==> src/rtl/gsim_band_solver.sv <==
// Gauss-Seidel solver for the fixed banded system (diag 20, bands -13/+6/-1).
// Loads N b samples, sweeps in place until tolerance or MAX_ITER, then streams x out.
module gsim_band_solver #(
    parameter int N        = 16,
    parameter int B_W      = 16,
    parameter int X_W      = 32,
    parameter int FRAC     = 16,
    parameter int MAX_ITER = 255,
    parameter int IW       = 8
) (
    input  logic           clk,
    input  logic           reset_n,
    input  logic           in_en,
    input  logic [B_W-1:0] b_in,
    input  logic [X_W-1:0] tol,
    output logic           busy,
    output logic           out_valid,
    input  logic           out_ready,
    output logic [X_W-1:0] x_out,
    output logic           x_last,
    output logic [IW-1:0]  iter_cnt,
    output logic           timeout
);
    localparam int KW = $clog2(N);
    localparam int KE = KW + 2;
    localparam int SW = X_W + 6;
    localparam int PW = SW + 13;

    localparam logic [1:0] IDLE = 2'd0;
    localparam logic [1:0] LOAD = 2'd1;
    localparam logic [1:0] ITER = 2'd2;
    localparam logic [1:0] OUT  = 2'd3;

    logic [1:0]            state;
    logic [KW-1:0]         k, r, j;
    logic signed [X_W-1:0] x [N];
    logic signed [B_W-1:0] b [N];
    logic [X_W-1:0]        tol_q;
    logic [X_W:0]          maxd;

    logic signed [X_W-1:0] xm1, xm2, xm3, xp1, xp2, xp3, xc, x_new;
    logic signed [SW-1:0]  s_sum;
    logic signed [PW-1:0]  q;
    logic signed [X_W:0]   diff;
    logic [X_W:0]          d, maxd_cur;
    logic [KE-1:0]         re;
    logic                  conv, cap;
    logic [IW-1:0]         iter_next;

    // Neighbour fetch: indices outside 0..N-1 read as zero.
    always_comb begin
        xm1 = '0; xm2 = '0; xm3 = '0;
        xp1 = '0; xp2 = '0; xp3 = '0;
        re  = {2'b00, r};
        xc  = x[r];
        if (re >= KE'(1)) xm1 = x[r - KW'(1)];
        if (re >= KE'(2)) xm2 = x[r - KW'(2)];
        if (re >= KE'(3)) xm3 = x[r - KW'(3)];
        if (re + KE'(1) < KE'(N)) xp1 = x[r + KW'(1)];
        if (re + KE'(2) < KE'(N)) xp2 = x[r + KW'(2)];
        if (re + KE'(3) < KE'(N)) xp3 = x[r + KW'(3)];
    end

    always_comb begin
        s_sum = (SW'(b[r]) <<< FRAC)
              + SW'(13) * (SW'(xm1) + SW'(xp1))
              - SW'(6)  * (SW'(xm2) + SW'(xp2))
              + SW'(xm3) + SW'(xp3);
        q = (PW'(s_sum) * PW'(3277)) >>> 16;
        if ((&q[PW-1:X_W-1]) || !(|q[PW-1:X_W-1]))
            x_new = q[X_W-1:0];
        else
            x_new = q[PW-1] ? {1'b1, {(X_W-1){1'b0}}} : {1'b0, {(X_W-1){1'b1}}};
        diff      = {x_new[X_W-1], x_new} - {xc[X_W-1], xc};
        d         = diff[X_W] ? -diff : diff;
        maxd_cur  = (r == '0 || d > maxd) ? d : maxd;
        conv      = (maxd_cur <= {1'b0, tol_q});
        iter_next = iter_cnt + IW'(1);
        cap       = (iter_next == IW'(MAX_ITER));
    end

    always_ff @(posedge clk or negedge reset_n) begin
        if (!reset_n) begin
            state    <= IDLE;
            k        <= '0;
            r        <= '0;
            j        <= '0;
            tol_q    <= '0;
            maxd     <= '0;
            iter_cnt <= '0;
            timeout  <= 1'b0;
            x        <= '{default: '0};
            b        <= '{default: '0};
        end else begin
            case (state)
                IDLE: if (in_en) begin
                    b[k]     <= b_in;
                    tol_q    <= tol;
                    x        <= '{default: '0};
                    iter_cnt <= '0;
                    timeout  <= 1'b0;
                    k        <= k + KW'(1);
                    state    <= LOAD;
                end
                LOAD: if (in_en) begin
                    b[k] <= b_in;
                    if (k == KW'(N - 1)) begin
                        k     <= '0;
                        r     <= '0;
                        state <= ITER;
                    end else begin
                        k <= k + KW'(1);
                    end
                end
                ITER: begin
                    x[r] <= x_new;
                    maxd <= maxd_cur;
                    if (r == KW'(N - 1)) begin
                        r        <= '0;
                        iter_cnt <= iter_next;
                        if (conv) begin
                            state <= OUT;
                        end else if (cap) begin
                            timeout <= 1'b1;
                            state   <= OUT;
                        end
                    end else begin
                        r <= r + KW'(1);
                    end
                end
                OUT: if (out_ready) begin
                    if (j == KW'(N - 1)) begin
                        j     <= '0;
                        state <= IDLE;
                    end else begin
                        j <= j + KW'(1);
                    end
                end
                default: state <= IDLE;
            endcase
        end
    end

    assign busy      = (state != IDLE);
    assign out_valid = (state == OUT);
    assign x_out     = out_valid ? x[j] : '0;
    assign x_last    = out_valid && (j == KW'(N - 1));

endmodule

==> config.mk <==
export PLATFORM = sky130hd
export DESIGN_NAME = gsim_band_solver
export DESIGN_NICKNAME = d
export VERILOG_FILES = /design/src/rtl/gsim_band_solver.sv
export SDC_FILE = /design/constraint.sdc
export NUM_CORES = 2
export LEC_CHECK = 0
export CAP_MARGIN = 20
export CORE_MARGIN = 1
export CORE_UTILIZATION = 24
export CTS_CLUSTER_SIZE = 20
export DETAILED_ROUTE_END_ITERATION = 10
export MAX_ROUTING_LAYER = met4
export SYNTH_ARGS = -nofsm -noshare
export SYNTH_HDL_FRONTEND = slang
export SYNTH_SLANG_ARGS = --single-unit
==> constraint.sdc <==
create_clock -name clk -period 25 [get_ports clk]
set_clock_uncertainty 0.05 [all_clocks]
set_input_delay 7.5 -clock clk [delete_from_list [all_inputs] [get_ports clk]]
set_output_delay 7.5 -clock clk [all_outputs]
set_load 0.05 [all_outputs]
=== After elaboration in Yosys (flattened, before gate mapping) ===
Cells that the tools add are included.

* Add/subtract/negate cells: 20
* Multipliers: 3
* Divide/modulo/power cells: 0
* Magnitude comparators: 19
* Equality and inequality tests: 16
* Shift operators: 0
* Muxes and demuxes: 72
* Bitwise operators: 9
* Reduce and logical (&&, ||, !) cells: 24

{| class="wikitable"
|+ Operators with widths
! kind !! count
|-
| $bmux 32 s4 || 8
|-
| $pmux 512 s2 || 1
|-
| $mux 32 || 26
|-
| $bwmux 512 || 1
|-
| $mux 512 || 1
|-
| $bwmux 256 || 1
|-
| $demux 32 s4 || 1
|-
| $add 38x32->38 || 2
|-
| $add 32x32->33 || 2
|-
| $mux 33 || 2
|-
| $bmux 16 s4 || 1
|-
| $demux 16 s4 || 1
|-
| $mul 38x13->51 const B || 1
|-
| $mux 16 || 3
|-
| $ge 5x5->1 const B || 9
|-
| $not 4->5 || 9
|-
| $add 32x38->38 || 1
|-
| $mul 5x33->38 const A || 1
|-
| $sub 38x37->38 || 1
|-
| $mul 3x33->36 const A || 1
|-
| $gt 33x33->1 || 1
|-
| $le 33x32->1 || 1
|-
| $neg 33->33 || 1
|-
| $sub 32x32->33 || 1
|-
| 39 further kinds || 86
|}

* Bits in registers: 856
* Latch bits: 0
* Memory bits (writable): 0
* ROM bits: 0
* Output and inout bits: 44
* Memories: 0

=== Logic depth before layout (Yosys ltp) ===
* Depth after elaboration: 27
* Mapped depth: 113

=== Worst setup path before layout ===
OpenSTA, ideal clock, no wires.

* Path kind: register to register
* Start point: register r[1]
* End point: register state[0]
* Library setup time: 0.094 ns
* Arrival time: 23.659 ns
* Path slack: 1.197 ns
* Cell stages (with the launch flop): 106
* Path through: dfrtp_1 > clkbuf_1 > buf_1 > inv_1 > clkbuf_1 > clkbuf_1 > ha_1 > xnor2_1 > clkbuf_1 > buf_1 > nor2_1 > a211oi_1 > a211oi_1 > ha_1 > a21o_1 > a21oi_1 > o21bai_1 > o21ai_0 > (+70 left out) > a21o_1 > a21o_1 > a2111oi_0 > o2111ai_1 > nand2_1 > clkbuf_1 > clkbuf_1 > mux2_2 > ha_1 > a21o_1 > a21o_1 > a21oi_1 > o21ai_0 > nand2_1 > a41oi_1 > o21ai_0 > o31ai_1 > a211oi_1

* Word-level cells in the longest chain between the ends: 27

{| class="wikitable"
|+ RTL lines
! item !! RTL line !! text
|-
| start, declared || 35 || <nowiki>logic [KW-1:0] k, r, j;</nowiki>
|-
| start signal, assigned || 128 || <nowiki>r <= r + KW'(1);</nowiki>
|-
| $sub 4x1->4 / $add 4x1->4 (equally long branches) || 56, 59 ||
|-
| $not 4->5 (on tied branches) || 56, 59 ||
|-
| $bmux 32 s4 (on tied branches) || 56, 59 ||
|-
| $mux 32 (on tied branches) (3 in a row) || 56, 59 ||
|-
| $add 32x32->33 || 66 || <nowiki>+ SW'(13) * (SW'(xm1) + SW'(xp1))</nowiki>
|-
| $mul 5x33->38 || 66 ||
|-
| $add 32x38->38 || 66 ||
|-
| $sub 38x37->38 || 67 || <nowiki>- SW'(6) * (SW'(xm2) + SW'(xp2))</nowiki>
|-
| (+10 left out) || n/a ||
|-
| $gt 33x33->1 || 76 || <nowiki>maxd_cur = (r == '0 || d > maxd) ? d : maxd;</nowiki>
|-
| $logic_or 1x1->1 || 76 ||
|-
| $mux 33 * || 76 ||
|-
| via maxd_cur[22] || 45 || <nowiki>logic [X_W:0] d, maxd_cur;</nowiki>
|-
| $le 33x32->1 * || 77 || <nowiki>conv = (maxd_cur <= {1'b0, tol_q});</nowiki>
|-
| $mux 2 || 121 || <nowiki>if (conv) begin</nowiki>
|-
| $mux 2 || 118 || <nowiki>if (r == KW'(N - 1)) begin</nowiki>
|-
| $pmux 2 s4 || 95 || <nowiki>case (state)</nowiki>
|-
| end signal, assigned || 84 || <nowiki>state <= IDLE;</nowiki>
|-
| end signal, assigned || 122 || <nowiki>state <= OUT;</nowiki>
|-
| end signal, assigned || 125 || <nowiki>state <= OUT;</nowiki>
|-
| end, declared || 34 || <nowiki>logic [1:0] state;</nowiki>
|}

The timed path passes the listed nets; every way through them passes the cells marked *. The select of a mux whose other input is x is not followed.
A chain may end at the register's enable or synchronous reset.

=== Worst setup path in the final report ===
* Start point: register r[0]
* End point: register state[0]

Same word-level chain as after synthesis.

==> impl_metrics.csv <==
group,metric,value,unit
outcome,status,"completed",
hold_path,hp-class,"reg2reg",
job,cap_viol_max_count,0,
synth,synth_cells,7559,
timing,finalSetupViolCount,0,
timing,worst_slew_pin_slew,1.22,ns
synth,synth_fa_ha_area_frac,0.158,
floorplanning,die-area,0.340,mm²
synth,synth_compound_area_frac,0.140,
clock_network,htree_levels,3,
detailed_routing,route.detailed.drc,0,
clock_network,root_buffer,"clkbuf_16",
timing,period_share,0.951,
worst_setup_path,critPathMaxStageDelay,0.61,ns
cells_and_area,syn_to_final_growth,13.8,%
detailed_routing,firstDrtPassIters,8,
clock_network,cts_buffers,100,
timing,max_freq,0.0421,GHz
global_route,grt_pass1_wl,452000,µm
cells_and_area,final_nets,8365,
synth,synth_edf_count,0,
cells_and_area,final_core_util,0.275,
timing,maxSlewHeadroom,0.180,
cells_and_area,nFillCells,35000,
synth,ys_warn_count,0,
synth,synth_top_family_by_area,"multiplexers",
detailed_routing,wl_per_cell,25.9,µm
synth,avgSynthCellArea,10.7,µm²
cells_and_area,drive_above_1_share,0.223,
floorplanning,die-width,583,µm
place,port-buffer-count,95,
clock_network,cts.path.max_buffers,3,
synth,synth_nets,8444,
floorplanning,row_count,212,
worst_setup_path,cp_data_required_time,25.59,ns
synth,yosysSeqAreaShare,0.264,
synth,synth_mux_area_frac,0.274,
clock_network,cts_tree,"yes",
global_route,grt_max_degree,119,
global_route,antenna_found_initial,30,
synth,yosys.area_share.simple,0.0796,
timing,hold_viol_final,0,
place,finalWeightedCongestion,1.00,
global_route,track_usage,0.185,
place,dp_hpwl,221000,µm
worst_setup_path,crit_top_cell,"ha_1",
synth,synth_xor_xnor_area_share,0.0268,
synth,synth_top_area_cell,"dfrtp_1",
clock_network,holdBufCountCts,0,
worst_setup_path,critPathMaxFanout,53,
worst_setup_path,cp_top_family,"compound AO/OA/AOI/OAI gates",
worst_setup_path,critPathLaunchType,"flip-flop",
synth,synth_cell_types,85,
place,pre_cts_slack,0.558,ns
worst_setup_path,worst-setup-path-type,"reg2reg",
clock_network,cts.sinks,856,
synth,synth_top_area_frac,0.264,
floorplanning,start_util,0.242,
synth,yosys.cell_count.top_type,"dfrtp_1",
timing,slew_violations,0,
floorplanning,core,0.335,mm²
synth,syn_area,0.0810,mm²
timing,finalWorstSetupSlack,1.22,ns
worst_setup_path,worst-path-buf-inv,11,
floorplanning,die_h,583,µm
clock_network,clk_pin_slew,0.06,ns
detailed_routing,antenna_left,0,
synth,synthTopCellsByArea,"dfrtp_1 26%, mux4_2 20%, ha_1 8.0%",
synth,ys_seq_elements,856,
clock_network,clock_latency,0.81,ns
timing,fin_tns_setup,0,ns
detailed_routing,wl,313000,µm
synth,synth_commonest_cells,"856 x dfrtp_1, 720 x mux4_2, 673 x inv_1, 587 x nand2_1, 518 x ha_1",
detailed_routing,via_per_inst,5.47,
global_route,grt_pass1_vias,62900,
global_route,overflow,0,
detailed_routing,vias,66100,
worst_setup_path,end_kind,"flip-flop",
floorplanning,io_pins,96,
timing,period_needed,23.78,ns
worst_setup_path,crit_arrival,24.37,ns
timing,rsz0062_at_grt,"no",
detailed_routing,drt_iter0_markers,8447,
synth,synthFlopType,"dfrtp_1",
synth,synth_async_sr_flop_share,1.00,
worst_setup_path,crit_slowest_cell,"dfrtp_4",
[cell families (layout without fill, tap and decap cells)]
kind of cell    after synthesis  after routing
other cells                   0             25
simple gates               1417           1417
buf+inv                    1216           1221
compound gates             1727           1727
xor+xnor                    248            248
mux                        1262           1262
fa+ha+maj                   833            833
flops                       856            856
[repair_timing]
action	4_1_cts	5_1_grt
resized for setup	0	34
buffers inserted	0	22
endpoints found under the setup margin	0	3
[cell type report]
type                            instances  area, µm²  share of cell area
Multi-Input combinational cell       5487      55300               0.600
Sequential cell                       856      21400               0.233
Tap cell                             4494       5620              0.0610
Timing Repair Buffer                  360       3340              0.0363
Clock buffer                          130       2770              0.0300
Inverter                              675       2530              0.0275
Clock inverter                         56       1090              0.0118
Antenna cell                           25       62.6            0.000679
[worst paths after layout]
kind	cells past startpoint	to	start	slack (ns)
setup / recovery	92	state[0]$_DFFE_PN0P_	r[0]$_DFFE_PN0P_	1.22
hold / removal	1	b[82]$_DFFE_PN0P_	b[82]$_DFFE_PN0P_	0.45
setup reg to reg	92	state[0]$_DFFE_PN0P_	r[0]$_DFFE_PN0P_	1.22
hold reg to reg	1	b[82]$_DFFE_PN0P_	b[82]$_DFFE_PN0P_	0.45
max in group asynchronous	4	x[43]$_DFFE_PN0P_	reset_n	14.79
min in group asynchronous	1	tol_q[4]$_DFFE_PN0P_	reset_n	6.75
[stage by stage]
stage	hold slack, ns	cells	cell area (µm²)
finish	0.450	12100	92200
CTS	0.453	12000	91700
detailed placement	0.438	11800	87800
global placement	0.432	11800	87700
floorplan	0.424	7559	81000
global route	0.463	12100	92100
[state kept, by name, indices dropped and copies added (netlist names)]
signal    cells
iter_cnt      8
k             4
state         2
timeout       1
tol_q        32
b           256
r             4
maxd         33
j             4
x           512
[metal layers]
metal,GRT usage,routed length (µm),up-vias
met3,0.0518,35500,912
met2,0.268,135000,4044
met1,0.229,119000,33400
li1,-,-,27700
met5,-,0,-
met4,0.112,23200,0
[layout by cell type, fill, tap and decap left out, drive strengths merged, types with 11 or more instances in the layout]
cell type	synthesis	routed
nor2b	72	72
nand2b	29	29
mux2	409	409
a21o	128	128
nand2	592	592
o211ai	19	19
a22o	224	224
o21bai	28	28
or2	23	23
dfrtp	856	856
a31o	11	11
o31ai	15	15
ha	518	518
or3	13	13
clkdlybuf4s50	0	94
a21oi	336	336
and3	35	35
xor2	100	100
inv	675	677
fa	315	315
xnor2	148	148
nand4	41	41
buf	151	266
o21a	30	30
clkbuf	390	130
and2	121	121
a31oi	33	33
mux4	720	720
mux2i	133	133
diode	0	25
nor2	348	348
nand3	60	60
a211oi	271	271
nor3	46	46
o21ai	516	516
clkinv	0	25
bufinv	0	24
Power is not shown: default switching activity piles up to over one toggle a cycle in this logic, so the estimate is an artifact.
